### src/rtl/sync_pkg.sv
// Shared limits and width helper for the synchronizer/debounce blocks.
package sync_pkg;

    localparam int SYNC_STAGES_MIN = 2;
    localparam int SYNC_STAGES_MAX = 8;
    localparam int FILT_LEN_MIN    = 1;
    localparam int FILT_LEN_MAX    = 65535;

    // Bits needed to hold values 0..n-1, never less than one bit.
    function automatic int cnt_width(input int n);
        return (n < 2) ? 1 : $clog2(n);
    endfunction

endpackage

### src/rtl/sync_nstage.sv
// Multi-flop synchronizer chain, one chain per channel, synchronous reset.
module sync_nstage
    import sync_pkg::*;
#(
    parameter int               WIDTH   = 1,
    parameter int               STAGES  = 2,
    parameter logic [WIDTH-1:0] RST_VAL = '0
) (
    input  logic             clk,
    input  logic             rst,
    input  logic [WIDTH-1:0] d,
    output logic [WIDTH-1:0] q
);

    if (STAGES < SYNC_STAGES_MIN || STAGES > SYNC_STAGES_MAX) begin : g_bad_stages
        $error("sync_nstage: STAGES=%0d outside %0d..%0d",
               STAGES, SYNC_STAGES_MIN, SYNC_STAGES_MAX);
    end

    (* ASYNC_REG = "TRUE" *) logic [WIDTH-1:0] chain [STAGES];

    always_ff @(posedge clk) begin
        if (rst) begin
            for (int i = 0; i < STAGES; i++) chain[i] <= RST_VAL;
        end else begin
            chain[0] <= d;
            for (int i = 1; i < STAGES; i++) chain[i] <= chain[i-1];
        end
    end

    assign q = chain[STAGES-1];

endmodule

### src/rtl/sync_filter.sv
// Synchronize and debounce WIDTH async inputs; optional rise/fall pulses
// are compiled in only when SYNC_FILTER_EDGE_EN is defined.
module sync_filter
    import sync_pkg::*;
#(
    parameter int               WIDTH    = 1,
    parameter int               STAGES   = 2,
    parameter int               FILT_LEN = 4,
    parameter logic [WIDTH-1:0] RST_VAL  = '0
) (
    input  logic             clk,
    input  logic             rst,
    input  logic [WIDTH-1:0] in,
    output logic [WIDTH-1:0] out,
    output logic [WIDTH-1:0] rise,
    output logic [WIDTH-1:0] fall
);

    if (FILT_LEN < FILT_LEN_MIN || FILT_LEN > FILT_LEN_MAX) begin : g_bad_filt
        $error("sync_filter: FILT_LEN=%0d outside %0d..%0d",
               FILT_LEN, FILT_LEN_MIN, FILT_LEN_MAX);
    end

    localparam int            CW       = cnt_width(FILT_LEN + 1);
    localparam logic [CW-1:0] CNT_LAST = CW'(FILT_LEN - 1);

    logic [WIDTH-1:0] sync;
    logic [CW-1:0]    cnt [WIDTH];
    logic [WIDTH-1:0] load;

    sync_nstage #(
        .WIDTH   (WIDTH),
        .STAGES  (STAGES),
        .RST_VAL (RST_VAL)
    ) u_sync (
        .clk (clk),
        .rst (rst),
        .d   (in),
        .q   (sync)
    );

    // A channel commits when it has disagreed with out for FILT_LEN edges.
    always_comb begin
        load = '0;
        for (int i = 0; i < WIDTH; i++) begin
            load[i] = (sync[i] != out[i]) && (cnt[i] == CNT_LAST);
        end
    end

    always_ff @(posedge clk) begin
        if (rst) begin
            out <= RST_VAL;
            for (int i = 0; i < WIDTH; i++) cnt[i] <= '0;
        end else begin
            for (int i = 0; i < WIDTH; i++) begin
                if (sync[i] == out[i] || load[i]) begin
                    cnt[i] <= '0;
                end else begin
                    cnt[i] <= cnt[i] + CW'(1);
                end
                if (load[i]) out[i] <= sync[i];
            end
        end
    end

`ifdef SYNC_FILTER_EDGE_EN
    // Pulses share the edge at which out updates, so a reset-forced
    // change of out never produces one.
    always_ff @(posedge clk) begin
        if (rst) begin
            rise <= '0;
            fall <= '0;
        end else begin
            rise <= load & sync;
            fall <= load & ~sync;
        end
    end
`else
    assign rise = '0;
    assign fall = '0;
`endif

endmodule

### config.mk
export PLATFORM = sky130hd
export DESIGN_NAME = sync_filter
export DESIGN_NICKNAME = d
export VERILOG_FILES = /design/src/rtl/sync_pkg.sv /design/src/rtl/sync_nstage.sv /design/src/rtl/sync_filter.sv
export SDC_FILE = /design/constraint.sdc
export NUM_CORES = 1
export LEC_CHECK = 0
export CAP_MARGIN = 10
export CORE_AREA = 2 2 39 41
export CTS_CLUSTER_DIAMETER = 150
export CTS_CLUSTER_SIZE = 20
export DETAILED_ROUTE_END_ITERATION = 10
export DIE_AREA = 0 0 41 43
export SLEW_MARGIN = 20
export SYNTH_ARGS = -nofsm -noshare
export SYNTH_HDL_FRONTEND = slang
export SYNTH_SLANG_ARGS = --single-unit
### constraint.sdc
create_clock -name clk -period 1.7 [get_ports clk]
set_input_delay 0.51 -clock clk [delete_from_list [all_inputs] [get_ports clk]]
set_output_delay 0.51 -clock clk [all_outputs]
set_load 0.02 [all_outputs]
==> flow_summary.yaml, run 1 <==
route:
  drt_wl_total_um: 306
  drc: 0
  vias_per_cell: 3.444
  drt-initial-drc-count: 0
  wl_per_cell_um: 6.800
  first_pass_iters: 1
  final_antenna_net_count: 0
  vias: 155
timing:
  fin_tns_setup_ps: 0
  fin_crit_sh_pct: 84.74
  hold_viol: 0
  setup_viol: 0
  period_needed_ps: 1441
  timing.fmax_mhz: 694.1
  setup_slack_ps: 259.4
  rsz0062_at_grt: "no"
  drv_slew: 0
  fin_skew_ps: 6.965
outcome:
  status: "finished clean"
setup_path:
  cp_num_buf_inv: 1
  path_cells: "dlygate4sd2_1"
  path_depth: 1
  path_class: "reg2out"
  crit_family: "flip-flops"
  crit_path_top_delay_cell: "dfxtp_1"
  cp.arrival_ps: 930
  max_stage_delay_ps: 350
  endpoint_kind: "output pin"
  critPathLaunchType: "flip-flop"
  cp.required_ps: 1190
  path_max_fanout: 3
  rr_worst_depth: 3
synthesis:
  synth_top_family_by_area: "simple AND/OR/NAND/NOR gates"
  netlist_instances: 21
  synth_cell_types: 12
  yosys_warnings: 0
  synth_compound_area_share_pct: 0
  ys_seq_area_share_pct: 56.87
  synthAdderAreaFrac_pct: 9.479
  ys_ff_latch: 6
  avgSynthCellArea_um2: 12.57
  yosys.area_share.simple_pct: 16.59
  synth_xor_xnor_area_share_pct: 3.318
  synth.cell_area_um2: 264.0
  synth_mux_area_share_pct: 3.791
hold_path:
  hold_path_depth: 1
  worstHoldPathType: "reg2reg"
global_routing:
  grt_pass1_wl_um: 545
  grt_use_total_pct: 5.348
  grt_max_degree: 7
  antenna_found_initial: 0
  grt_pass1_vias: 143
  overflow: 0
cts:
  clk_pin_slew_worst_paths_ps: 50
  root_buffer: "clkbuf_4"
  post_cts_buffers: 0
  cts_tree: "done"
  cts_resized: 1
  cts_buffer_depth: 2
  h-tree-depth: 1
  postCtsHoldBufs: 0
  clock_latency_ps: 240
  cts_buffers: 3
  cts.sinks: 6
cells_and_area:
  layout_commonest_cell: "conb_1"
  drive_above_1_share_pct: 13.79
  finalNetCount: 35
  antenna_cells: 0
  fillers: 144
  areaGrowthSynthToFinish_pct: 27.01
  layout.cells.most_common_list: "conb_1, clkbuf_4, edfxtp_1, dfxtp_1"
floorplan:
  dieArea_mm2: 0.001763
  core_area_mm2: 0.001384
  num_rows: 14
  dieWidth_um: 41
  num_io_pins: 6
  start_util_pct: 19.08
  fp.dieH_um: 43
pwr:
  p_clk_share_pct: 44.0
  p_comb_share_pct: 6.4
  leakage_nw: 0.1354
  p_int_w: 0.0002563
  p_seq_share_pct: 49.6
  ir_worst_vdd_mv: 0.3488
  p_sw_w: 0.00006645
  p_sw_share_pct: 20.59
  pwr_density_cell_mw_per_mm2: 962.4
  total_power_w: 0.0003227
placed_design:
  port_buffers: 3
  routabilityCongestion: 0.6429
  post-place-ws_ps: 228.5
run:
  cap_violations: 0
final timing paths:
path                       from                 end  slack (ps)
max reg2reg           cnt[0][0]           cnt[0][2]         370
min          u_sync.chain[0][0]  u_sync.chain[0][1]         460
min reg2reg  u_sync.chain[0][0]  u_sync.chain[0][1]         460
max                         out                 out         260
synth_stat cells, drive strengths merged:
master | n | area, µm²
nor4b | 1 | 15.01
nor4 | 2 | 12.51
mux2i | 1 | 10.01
ha | 2 | 25.02
buf | 2 | 15.01
edfxtp | 3 | 90.09
nor2 | 1 | 3.750
nor2b | 2 | 12.51
dfxtp | 3 | 60.06
conb | 2 | 7.510
xnor2 | 1 | 8.760
inv | 1 | 3.750
stage by stage:
stage / hold WS (ps) / util [%] / instance area (µm²) / instances
global placement: 450.1 / 22.42 / 310.3 / 41
detailed placement: 435.6 / 22.42 / 310.3 / 41
floorplan: 413.8 / - / 275.3 / 24
CTS: 458.1 / 24.23 / 335.3 / 45
global route: 471.4 / 24.23 / 335.3 / 45
finish: 457.3 / 24.23 / 335.3 / 45
worst reg2reg max path, stage by stage (launching register included):
cell and delay (ps):
edfxtp_1 390, ha_1 210, ha_1 260, nor4_1 270
kinds of logic (layout without fill, tap and decap cells):
logic type                 after synthesis  in the layout
buffers and inverters                    3              8
muxes                                    1              1
other                                    2              5
adders and majority gates                2              2
DFF                                      6              6
and+or+nand+nor                          6              6
xor gates and xnor gates                 1              1
routing by layer:
metal  vias to the layer above  wire (µm)  GRT usage (%)
met1                        71        140          5.556
met4                         0          0          8.000
met2                         3        146          5.625
met5                         -          0              0
li1                         81          -              -
met3                         0         19          3.141
state kept, by name, indices dropped and copies added (netlist names):
register	flops
cnt	3
out	1
u_sync.chain	2
power by group through the flow:
stage	logic (W)	registers, W	clock network, W
final	0.0000207	0.000160	0.000142
after global routing	0.0000234	0.000161	0.000156
after CTS	0.0000207	0.000160	0.000154
after detailed placement	0.0000208	0.000163	0
after global placement	0.0000209	0.000163	0
after floorplan	0.0000164	0.000162	0
cell type report:
| cell class | instances | area [µm²] | share of cell area, % |
|---|---|---|---|
| multi-input combinational | 15 | 106.4 | 31.72 |
| sequential | 6 | 150.1 | 44.78 |
| clock buffer | 4 | 26.28 | 7.836 |
| timing repair buffer | 3 | 28.78 | 8.582 |
| inverter | 1 | 3.754 | 1.119 |
| tap | 16 | 20.02 | 5.970 |
Power figures use the tool's default switching activity.
==> run 2: changes to the inputs <==
clock period = 1.46 ns   (was 1.7 ns; I/O delays follow)
==> run 2 against run 1 <==
Effect of this change: worst setup slack lost 160 ps; register-to-register slack lost 200 ps; clock skew up 6.4 ps; via count up 8.4%; global-route usage grew 0.61 points; cell count is 2.2% higher; cell area rose by 2.2%; critical endpoint unchanged; largest cell class unchanged.
==> flow_summary.yaml, run 2 (synthesized netlist as in run 1, its figures left out) <==
placed_design:
  port_buffers: 3
  dp_hpwl_um: 249.1
  dpl.cell_count: 42
  routabilityCongestion: 0.6480
cells_and_area:
  final_cells: 46
  layout_commonest_cell: "conb_1"
  top_register: "cnt"
  fillers: 151
  biggestRegsByFlops: "cnt (3), u_sync.chain (2), out (1)"
  finalNetCount: 36
  register_area_um2: 150.1
  areaGrowthSynthToFinish_pct: 29.86
  largest_reg_flops: 3
  layout.cells.most_common_list: "conb_1, clkbuf_4, edfxtp_1, dfxtp_1"
  drive_above_1_share_pct: 16.67
  antenna_cells: 0
  multiInputGateArea_um2: 106.4
timing:
  fin_tns_setup_ps: 0
  fin_skew_ps: 13.39
  setup_viol: 0
  period_needed_ps: 1359
  timing.fmax_mhz: 736.0
  fin_crit_sh_pct: 93.06
  rsz0062_at_grt: "no"
  drv_slew: 0
  hold_viol: 0
cts:
  root_buffer: "clkbuf_4"
  cts_buffer_depth: 2
  cts_buffers: 3
  post_cts_buffers: 0
  cts_tree: "done"
  postCtsHoldBufs: 0
  h-tree-depth: 1
  clock_latency_ps: 250
  clk_pin_slew_worst_paths_ps: 40
  cts.sinks: 6
  cts_resized: 1
setup_path:
  crit_family: "flip-flops"
  path_cells: "dlygate4sd2_1"
  crit_path_top_delay_cell: "dfxtp_1"
  critPathLaunchType: "flip-flop"
  path_class: "reg2out"
  cp_num_buf_inv: 1
  endpoint_kind: "output pin"
  path_max_fanout: 3
  cp.arrival_ps: 920
  cp.required_ps: 1020
  max_stage_delay_ps: 340
floorplan:
  start_util_pct: 19.08
  num_rows: 14
  dieArea_mm2: 0.001763
  core_area_mm2: 0.001384
  num_io_pins: 6
  fp.dieH_um: 43
  dieWidth_um: 41
global_routing:
  antenna_found_initial: 0
  overflow: 0
  grt_use_total_pct: 5.954
  grt_pass1_vias: 150
  grt_pass1_wl_um: 558
  grt_max_degree: 5
route:
  final_antenna_net_count: 0
  drt_wl_total_um: 303
  drc: 0
  drt-initial-drc-count: 4
  wl_per_cell_um: 6.587
  vias: 168
  vias_per_cell: 3.652
  first_pass_iters: 2
pwr:
  p_comb_share_pct: 6.9
  leakage_nw: 0.1402
  p_seq_share_pct: 49.4
  ir_worst_vdd_mv: 0.4658
  pwr_density_cell_mw_per_mm2: 1100
  p_sw_share_pct: 20.47
  p_int_w: 0.0003000
  p_clk_share_pct: 43.7
  p_sw_w: 0.00007719
outcome:
  status: "finished clean"
run:
  cap_violations: 0
hold_path:
  worstHoldPathType: "reg2reg"
-- run 2: cell types whose count changed in the layout (fill, tap and decap cells not counted) --
cell,change
buf_4,+1
-- run 2: power groups by stage --
stage               Sequential [W]  Combinational (W)  Clock (W)
CTS                       0.000186          0.0000264   0.000174
global route              0.000187          0.0000299   0.000191
floorplan                 0.000189          0.0000191          0
finish                    0.000186          0.0000261   0.000165
global placement          0.000189          0.0000264          0
detailed placement        0.000190          0.0000265          0
-- run 2: per-stage QoR --
step / worst slack [ps] / cell area [µm²] / total power (W) / utilization (%) / hold WS, ps
global placement: 79.21 / 317.8 / 0.0002158 / 22.97 / 427.5
floorplan: 225.4 / 275.3 / 0.0002083 / - / 413.8
CTS: 88.06 / 342.8 / 0.0003872 / 24.77 / 449.0
detailed placement: 72.82 / 317.8 / 0.0002161 / 22.97 / 437.2
finish: 101.4 / 342.8 / 0.0003772 / 24.77 / 440.4
global route: 33.72 / 342.8 / 0.0004080 / 24.77 / 458.0
-- run 2: path summary, 6_finish.rpt --
kind,from,end,slack [ps],depth (start not counted)
setup reg to reg,cnt[0][0],cnt[0][2],170,3
setup / recovery,out,out,100,1
hold reg to reg,u_sync.chain[0][0],u_sync.chain[0][1],440,1
hold / removal,u_sync.chain[0][0],u_sync.chain[0][1],440,1
-- run 2: metal layers --
| layer | vias to the layer above | share of wire, % | global-route usage [%] |
|---|---|---|---|
| li1 | 84 | - | - |
| met1 | 75 | 35 | 3.922 |
| met2 | 7 | 52 | 7.187 |
| met3 | 2 | 9.9 | 6.283 |
| met4 | 0 | 2.6 | 8.000 |
| met5 | - | 0 | 0 |
-- run 2: layout make-up --
| cell class | instances | area share, % |
|---|---|---|
| sequential | 6 | 43.80 |
| clock buffer | 4 | 7.664 |
| inverter | 1 | 1.095 |
| multi-input combinational | 15 | 31.02 |
| timing repair buffer | 4 | 10.58 |
| tap | 16 | 5.839 |
